<file path="src/rtl/memory_arbiter_pkg.sv">
// Shared types for the memory arbiter: memory request encodings and the
// arbiter's own state and source enumerations.
package memory_arbiter_pkg;

  typedef enum logic {
    MEM_LOAD  = 1'b0,
    MEM_STORE = 1'b1
  } memory_operation_e;

  typedef enum logic [1:0] {
    MEM_SIZE_BYTE = 2'd0,
    MEM_SIZE_HALF = 2'd1,
    MEM_SIZE_WORD = 2'd2
  } memory_operation_size_e;

  typedef enum logic [1:0] {
    ARB_IDLE    = 2'd0,
    ARB_GRANT_I = 2'd1,
    ARB_GRANT_D = 2'd2
  } mem_arb_state_e;

  typedef enum logic {
    SRC_IFETCH = 1'b0,
    SRC_DATA   = 1'b1
  } mem_arb_source_e;

endpackage

</file>
<file path="src/rtl/memory_arbiter_if.sv">
// Memory request/response bundle. The requester drives the request fields;
// the server answers with req_fulfilled and req_loaded_word.
interface memory_if #(
  parameter int XLEN = 32
);
  import memory_arbiter_pkg::*;

  logic                   req_valid;
  logic [XLEN-1:0]        req_address;
  memory_operation_e      req_operation;
  memory_operation_size_e req_size;
  logic [XLEN-1:0]        req_store_word;
  logic [XLEN-1:0]        req_loaded_word;
  logic                   req_fulfilled;

  modport requester (
    output req_valid, req_address, req_operation, req_size, req_store_word,
    input  req_loaded_word, req_fulfilled
  );

  modport server (
    input  req_valid, req_address, req_operation, req_size, req_store_word,
    output req_loaded_word, req_fulfilled
  );

endinterface

</file>
<file path="src/rtl/memory_arbiter_rr_pick2.sv">
// Combinational two-way round-robin pick: on a tie the source that did not
// win last time is chosen.
module rr_pick2
  import memory_arbiter_pkg::*;
(
  input  logic            ifetch_valid,
  input  logic            data_valid,
  input  mem_arb_source_e last_grant,
  output logic            grant_valid,
  output mem_arb_source_e grant_src
);

  // Select the winner among the valid sources, alternating on a tie.
  always_comb begin
    grant_valid = ifetch_valid | data_valid;
    grant_src   = SRC_IFETCH;
    if (ifetch_valid && data_valid) begin
      if (last_grant == SRC_DATA) begin
        grant_src = SRC_IFETCH;
      end else begin
        grant_src = SRC_DATA;
      end
    end else if (data_valid) begin
      grant_src = SRC_DATA;
    end else begin
      grant_src = SRC_IFETCH;
    end
  end

endmodule

</file>
<file path="src/rtl/memory_arbiter.sv">
// Two-to-one arbiter sharing one memory between instruction fetch and data.
// A grant captures the winner's request into registers, which are presented
// to memory until it reports fulfilled; the response goes to the owner only.
module memory_arbiter
  import memory_arbiter_pkg::*;
#(
  parameter int XLEN = 32
) (
  input  logic       clk,
  input  logic       reset_n,
  memory_if.server    imem,
  memory_if.server    dmem,
  memory_if.requester mem,
  output logic       busy
);

  mem_arb_state_e         state_r;
  mem_arb_state_e         next_state_s;
  mem_arb_source_e        last_grant_r;
  logic                   grant_valid_s;
  mem_arb_source_e        grant_src_s;
  logic                   capture_s;
  logic                   release_s;

  logic                   valid_r;
  logic [XLEN-1:0]        address_r;
  memory_operation_e      operation_r;
  memory_operation_size_e size_r;
  logic [XLEN-1:0]        store_word_r;

  logic [XLEN-1:0]        sel_address_s;
  memory_operation_e      sel_operation_s;
  memory_operation_size_e sel_size_s;
  logic [XLEN-1:0]        sel_store_word_s;

  rr_pick2 u_pick (
    .ifetch_valid (imem.req_valid),
    .data_valid   (dmem.req_valid),
    .last_grant   (last_grant_r),
    .grant_valid  (grant_valid_s),
    .grant_src    (grant_src_s)
  );

  // Next-state decision: grant from idle, return to idle on fulfilled.
  always_comb begin
    next_state_s = state_r;
    capture_s    = 1'b0;
    release_s    = 1'b0;
    case (state_r)
      ARB_IDLE: begin
        if (grant_valid_s) begin
          capture_s    = 1'b1;
          next_state_s = (grant_src_s == SRC_IFETCH) ? ARB_GRANT_I : ARB_GRANT_D;
        end else begin
          next_state_s = ARB_IDLE;
        end
      end
      ARB_GRANT_I, ARB_GRANT_D: begin
        if (mem.req_fulfilled) begin
          release_s    = 1'b1;
          next_state_s = ARB_IDLE;
        end else begin
          next_state_s = state_r;
        end
      end
      default: begin
        next_state_s = ARB_IDLE;
      end
    endcase
  end

  // Route the winning source's request fields toward the capture registers.
  always_comb begin
    sel_address_s    = imem.req_address;
    sel_operation_s  = imem.req_operation;
    sel_size_s       = imem.req_size;
    sel_store_word_s = imem.req_store_word;
    if (grant_src_s == SRC_DATA) begin
      sel_address_s    = dmem.req_address;
      sel_operation_s  = dmem.req_operation;
      sel_size_s       = dmem.req_size;
      sel_store_word_s = dmem.req_store_word;
    end else begin
      sel_address_s    = imem.req_address;
      sel_operation_s  = imem.req_operation;
      sel_size_s       = imem.req_size;
      sel_store_word_s = imem.req_store_word;
    end
  end

  // State register and round-robin history.
  always_ff @(posedge clk or negedge reset_n) begin
    if (!reset_n) begin
      state_r      <= ARB_IDLE;
      last_grant_r <= SRC_DATA;
    end else begin
      state_r <= next_state_s;
      if (capture_s) begin
        last_grant_r <= grant_src_s;
      end else begin
        last_grant_r <= last_grant_r;
      end
    end
  end

  // Request registers: loaded on grant, cleared on completion so that the
  // memory port shows all zeros whenever no grant is outstanding.
  always_ff @(posedge clk or negedge reset_n) begin
    if (!reset_n) begin
      valid_r      <= 1'b0;
      address_r    <= {XLEN{1'b0}};
      operation_r  <= MEM_LOAD;
      size_r       <= MEM_SIZE_BYTE;
      store_word_r <= {XLEN{1'b0}};
    end else if (capture_s) begin
      valid_r      <= 1'b1;
      address_r    <= sel_address_s;
      operation_r  <= sel_operation_s;
      size_r       <= sel_size_s;
      store_word_r <= sel_store_word_s;
    end else if (release_s) begin
      valid_r      <= 1'b0;
      address_r    <= {XLEN{1'b0}};
      operation_r  <= MEM_LOAD;
      size_r       <= MEM_SIZE_BYTE;
      store_word_r <= {XLEN{1'b0}};
    end else begin
      valid_r      <= valid_r;
      address_r    <= address_r;
      operation_r  <= operation_r;
      size_r       <= size_r;
      store_word_r <= store_word_r;
    end
  end

  assign mem.req_valid      = valid_r;
  assign mem.req_address    = address_r;
  assign mem.req_operation  = operation_r;
  assign mem.req_size       = size_r;
  assign mem.req_store_word = store_word_r;
  assign busy               = valid_r;

  // Responses reach only the owner; a fulfilled pulse while idle is dropped.
  assign imem.req_fulfilled   = (state_r == ARB_GRANT_I) ? mem.req_fulfilled : 1'b0;
  assign imem.req_loaded_word = (state_r == ARB_GRANT_I) ? mem.req_loaded_word : {XLEN{1'b0}};
  assign dmem.req_fulfilled   = (state_r == ARB_GRANT_D) ? mem.req_fulfilled : 1'b0;
  assign dmem.req_loaded_word = (state_r == ARB_GRANT_D) ? mem.req_loaded_word : {XLEN{1'b0}};

endmodule

</file>
<file path="src/flat_wrapper.sv">
// flat-port wrapper written by rule: the top's interface ports become plain ports
module memory_arbiter_flat import memory_arbiter_pkg::*;
#(
  parameter int XLEN = 32
)
  (clk, reset_n, busy, imem_req_valid, imem_req_address, imem_req_operation, imem_req_size, imem_req_store_word, imem_req_loaded_word, imem_req_fulfilled, dmem_req_valid, dmem_req_address, dmem_req_operation, dmem_req_size, dmem_req_store_word, dmem_req_loaded_word, dmem_req_fulfilled, mem_req_valid, mem_req_address, mem_req_operation, mem_req_size, mem_req_store_word, mem_req_loaded_word, mem_req_fulfilled);
  memory_if #(.XLEN(XLEN)) imem_i ();
  memory_if #(.XLEN(XLEN)) dmem_i ();
  memory_if #(.XLEN(XLEN)) mem_i ();
  input  logic clk;
  input  logic reset_n;
  output logic busy;
  input wire logic [$bits(imem_i.req_valid)-1:0] imem_req_valid;
  input wire logic [$bits(imem_i.req_address)-1:0] imem_req_address;
  input wire logic [$bits(imem_i.req_operation)-1:0] imem_req_operation;
  input wire logic [$bits(imem_i.req_size)-1:0] imem_req_size;
  input wire logic [$bits(imem_i.req_store_word)-1:0] imem_req_store_word;
  output wire logic [$bits(imem_i.req_loaded_word)-1:0] imem_req_loaded_word;
  output wire logic [$bits(imem_i.req_fulfilled)-1:0] imem_req_fulfilled;
  input wire logic [$bits(dmem_i.req_valid)-1:0] dmem_req_valid;
  input wire logic [$bits(dmem_i.req_address)-1:0] dmem_req_address;
  input wire logic [$bits(dmem_i.req_operation)-1:0] dmem_req_operation;
  input wire logic [$bits(dmem_i.req_size)-1:0] dmem_req_size;
  input wire logic [$bits(dmem_i.req_store_word)-1:0] dmem_req_store_word;
  output wire logic [$bits(dmem_i.req_loaded_word)-1:0] dmem_req_loaded_word;
  output wire logic [$bits(dmem_i.req_fulfilled)-1:0] dmem_req_fulfilled;
  output wire logic [$bits(mem_i.req_valid)-1:0] mem_req_valid;
  output wire logic [$bits(mem_i.req_address)-1:0] mem_req_address;
  output wire logic [$bits(mem_i.req_operation)-1:0] mem_req_operation;
  output wire logic [$bits(mem_i.req_size)-1:0] mem_req_size;
  output wire logic [$bits(mem_i.req_store_word)-1:0] mem_req_store_word;
  input wire logic [$bits(mem_i.req_loaded_word)-1:0] mem_req_loaded_word;
  input wire logic [$bits(mem_i.req_fulfilled)-1:0] mem_req_fulfilled;
  assign imem_i.req_valid = imem_req_valid;
  assign imem_i.req_address = imem_req_address;
  assign imem_i.req_operation = imem_req_operation;
  assign imem_i.req_size = imem_req_size;
  assign imem_i.req_store_word = imem_req_store_word;
  assign imem_req_loaded_word = imem_i.req_loaded_word;
  assign imem_req_fulfilled = imem_i.req_fulfilled;
  assign dmem_i.req_valid = dmem_req_valid;
  assign dmem_i.req_address = dmem_req_address;
  assign dmem_i.req_operation = dmem_req_operation;
  assign dmem_i.req_size = dmem_req_size;
  assign dmem_i.req_store_word = dmem_req_store_word;
  assign dmem_req_loaded_word = dmem_i.req_loaded_word;
  assign dmem_req_fulfilled = dmem_i.req_fulfilled;
  assign mem_req_valid = mem_i.req_valid;
  assign mem_req_address = mem_i.req_address;
  assign mem_req_operation = mem_i.req_operation;
  assign mem_req_size = mem_i.req_size;
  assign mem_req_store_word = mem_i.req_store_word;
  assign mem_i.req_loaded_word = mem_req_loaded_word;
  assign mem_i.req_fulfilled = mem_req_fulfilled;
  memory_arbiter #(.XLEN(XLEN)) u_core (.clk(clk), .reset_n(reset_n), .imem(imem_i), .dmem(dmem_i), .mem(mem_i), .busy(busy));
endmodule
</file>
<file path="config.mk">
export PLATFORM = sky130hd
export DESIGN_NAME = memory_arbiter_flat
export DESIGN_NICKNAME = d
export VERILOG_FILES = /design/src/rtl/memory_arbiter_pkg.sv /design/src/rtl/memory_arbiter_if.sv /design/src/rtl/memory_arbiter_rr_pick2.sv /design/src/rtl/memory_arbiter.sv /design/src/flat_wrapper.sv
export SDC_FILE = /design/constraint.sdc
export NUM_CORES = 1
export LEC_CHECK = 0
export ABC_CLOCK_PERIOD_IN_PS = 2530
export CORE_AREA = 2 2 118 120
export DETAILED_ROUTE_END_ITERATION = 8
export DIE_AREA = 0 0 120 122
export HOLD_SLACK_MARGIN = 0.15
export PLACE_DENSITY_LB_ADDON = 0.05
export SLEW_MARGIN = 20
export SYNTH_ARGS = -nofsm -noshare
export SYNTH_HDL_FRONTEND = slang
export SYNTH_SLANG_ARGS = --single-unit
</file>
<file path="constraint.sdc">
create_clock -name clk -period 2.53 [get_ports clk]
set_clock_uncertainty 0.1 [all_clocks]
set_input_delay 0.506 -clock clk [delete_from_list [all_inputs] [get_ports clk]]
set_output_delay 0.506 -clock clk [all_outputs]
set_load 0.02 [all_outputs]
</file>
==> impl_metrics.env <==
export IMPL_status="finished clean"
export IMPL_cp_max_fo=33
export IMPL_netlist_area_mm2=0.003747
export IMPL_fillerInstances=1260
export IMPL_synth_area_top_cells="dfrtp_1, mux2i_1, o2bb2ai_1, and2_1, buf_4"
export IMPL_cts_sinks=71
export IMPL_grt_pass1_vias=3655
export IMPL_p_total_mw=7.691
export IMPL_async_flop_share_pct=100.0
export IMPL_setup_slack_ps=251.8
export IMPL_cp_slowest_stage_delay_ps=390
export IMPL_cts_buffers_inserted=9
export IMPL_drv_slew=0
export IMPL_yosysSeqAreaShare_pct=47.45
export IMPL_grt_overflow=0
export IMPL_drt_iter0_drc=93
export IMPL_ios=306
export IMPL_clock_latency_ps=330
export IMPL_first_pass_iters=4
export IMPL_relSlewSlack_pct=71.67
export IMPL_path_clk_slew_ps=60
export IMPL_startpoint_type="register"
export IMPL_yosysWarnings=0
export IMPL_synth_avg_cell_area_um2=11.71
export IMPL_cap_violations=0
export IMPL_r2r_slack_ps=770
export IMPL_ys_types=22
export IMPL_yosys_area_top_type="dfrtp_1"
export IMPL_holdCritPathClass="reg -> reg"
export IMPL_cts_path_max_buffers=2
export IMPL_grt_max_degree=70
export IMPL_vias_per_cell=4.526
export IMPL_reg2reg_depth=6
export IMPL_nNetsFinal=790
export IMPL_antenna_left=0
export IMPL_critPathKind="reg -> out"
export IMPL_tritoncts="done"
export IMPL_place_hpwl_um=10480
export IMPL_fin_tns_setup_ps=0
export IMPL_setup_violations=0
export IMPL_initial_core_util_pct=27.75
export IMPL_diodes=0
export IMPL_synth_edff_count=0
export IMPL_wl_um=13520
export IMPL_die_area_mm2=0.01464
export IMPL_die_w_um=120
export IMPL_worst_ep_arrival_time_ps=1670
export IMPL_min_period_over_period_pct=90.05
export IMPL_p_leak_nw=3.297
export IMPL_synth_common_cells="dfrtp_1, and2_1, mux2i_1, o2bb2ai_1"
export IMPL_postLayoutCellArea_mm2=0.007237
export IMPL_gp_congestion=0.7188
export IMPL_reg2reg_to="u_core.mem.req_address[7]"
export IMPL_port_buffers=305
export IMPL_area_growth_synth_to_final_pct=93.12
export IMPL_crit_path_end="imem_req_loaded_word[26]"
export IMPL_synth_nets=494
export IMPL_finalHoldViolCount=0
export IMPL_synth_most_common_cell="dfrtp_1"
export IMPL_pre_cts_ws_ps=114.1
export IMPL_cts_root_buffer="clkbuf_16"
export IMPL_max_clock_freq_mhz=438.9
export IMPL_wl_met2_um=6627
export IMPL_cts_max_level=3
export IMPL_dpl_cell_area_mm2=0.007007
export IMPL_worst_slew_pin_slew_ps=425.0
export IMPL_antenna_found_initial=0
export IMPL_p_per_area_mw_per_mm2=1063
export IMPL_min_period_ps=2278
export IMPL_synthFlopType="dfrtp_1"
export IMPL_end_kind="output pin"
export IMPL_die_h_um=122
export IMPL_cp_startpoint="u_core.state_r[1]"
export IMPL_floorplan_core_area_mm2=0.01350
export IMPL_synth_top_area_share_pct=46.74
export IMPL_cts_setup_buffers=0
export IMPL_crit_chain="inv_1 > ha_1 > buf_12 > and2_1 > dlygate4sd2_1"
export IMPL_grtUsageTotal_pct=17.77
export IMPL_vias=3625
export IMPL_wl_met3_um=1216
export IMPL_highest_signal_layer="met4"
export IMPL_r2r_start="u_core.state_r[0]"
export IMPL_drc=0
export IMPL_synthCells=320
export IMPL_drt_met1_wl_um=5335
export IMPL_critPathRequiredTime_ps=1920
export IMPL_irDropWorstVdd_uv=509.3
export IMPL_drive_gt1_share_pct=4.831
export IMPL_rsz0062_at_grt="no"
export IMPL_fp_row_count=43
export IMPL_critPathSlowestCell="dfrtp_1"
export IMPL_wl_per_cell_um=16.88
export IMPL_grt_pass1_wl_um=20010
export IMPL_synth_seq_cells=71
-- worst max-delay path, delay by kind of cell (launching register included) --
kind	cells	cell delay, ps
fa+ha+maj	1	190
buf+inv	3	620
flops	1	390
simple gates	1	130
-- kinds of logic (layout without fill, tap and decap cells) --
family	Yosys count	count (layout)	synth area share [%]
AOI/OAI and AO/OA	73	73	16.73
adders and majority gates	3	3	1.002
buffers and inverters	32	333	4.975
DFF	71	71	47.45
muxes	67	67	17.90
and+or+nand+nor	74	74	11.95
-- per-stage QoR --
| stage | cells | hold WS (ps) | util (%) |
|---|---|---|---|
| final | 801 | 385.2 | 53.59 |
| after global routing | 801 | 400.9 | 53.59 |
| after CTS | 801 | 389.4 | 53.44 |
| after detailed placement | 784 | 372.6 | 51.89 |
| after global placement | 784 | 365.9 | 51.89 |
| after floorplan | 320 | 110.4 | - |
-- routing by layer --
layer  track usage, %  vias up
met2            30.82      185
met5                0        -
met1            20.36     1652
li1                 -     1762
met3            5.524       26
met4            7.279        0
-- power by group --
group          switching [mW]  internal, mW
registers               0.296          1.69
clock network           0.495         0.664
logic                    2.42          2.13
-- cells in the final DEF, fill, tap and decap left out --
cell type	netlist	layout
a21boi_4	0	1
a21oi_1	1	1
a31oi_1	1	1
and2_1	67	66
and2_2	0	1
buf_12	0	6
buf_4	11	4
clkbuf_16	0	9
clkdlybuf4s50_1	0	238
clkinv_2	0	3
clkinvlp_4	0	2
dfrtp_1	70	70
dfstp_2	1	1
dlygate4sd2_1	0	58
dlygate4sd3_1	0	1
dlymetal6s2s_1	0	8
ha_1	3	3
inv_1	2	2
inv_6	0	2
mux2i_1	67	67
nand2_1	6	6
nor2b_1	1	1
o21ai_1	1	1
o21ai_4	0	1
o2bb2ai_1	67	67
o31ai_1	1	1
-- registers in the layout, indices dropped and copies added, names as in the netlist --
register / count
u_core.mem.req_address: 32
u_core.mem.req_size: 2
u_core.state_r: 2
u_core.mem.req_operation: 1
u_core.mem.req_store_word: 32
u_core.busy: 1
u_core.last_grant_r: 1
-- how the worst min path moves through the flow --
stage	start	endpoint	slack, ps	depth (start not counted)
final	u_core.mem.req_store_word[2]	u_core.mem.req_store_word[2]	390	1
after global routing	u_core.mem.req_store_word[1]	u_core.mem.req_store_word[1]	400	1
after CTS	u_core.mem.req_address[21]	u_core.mem.req_address[21]	390	1
after detailed placement	reset_n	u_core.mem.req_address[14]	370	1
after global placement	reset_n	u_core.mem.req_address[20]	370	1
after floorplan	reset_n	u_core.busy	110	0
-- layout make-up --
class / instances / area, µm² / share of cell area [%]
timing repair buffer: 315 / 3151 / 43.53
multi-input combinational: 217 / 1803 / 24.91
sequential: 71 / 1778 / 24.57
clock buffer: 9 / 225.2 / 3.112
tap: 180 / 225.2 / 3.112
clock inverter: 7 / 47.55 / 0.6570
inverter: 2 / 7.507 / 0.1037
-- timing repair --
item                                    in CTS  in global routing
endpoints found under the setup margin      58                  8
hold buffers                                 1                  0
gates resized for setup                     58                  8
endpoints found under the hold margin       29                  0
No activity file was read; power rests on OpenSTA's default activity.
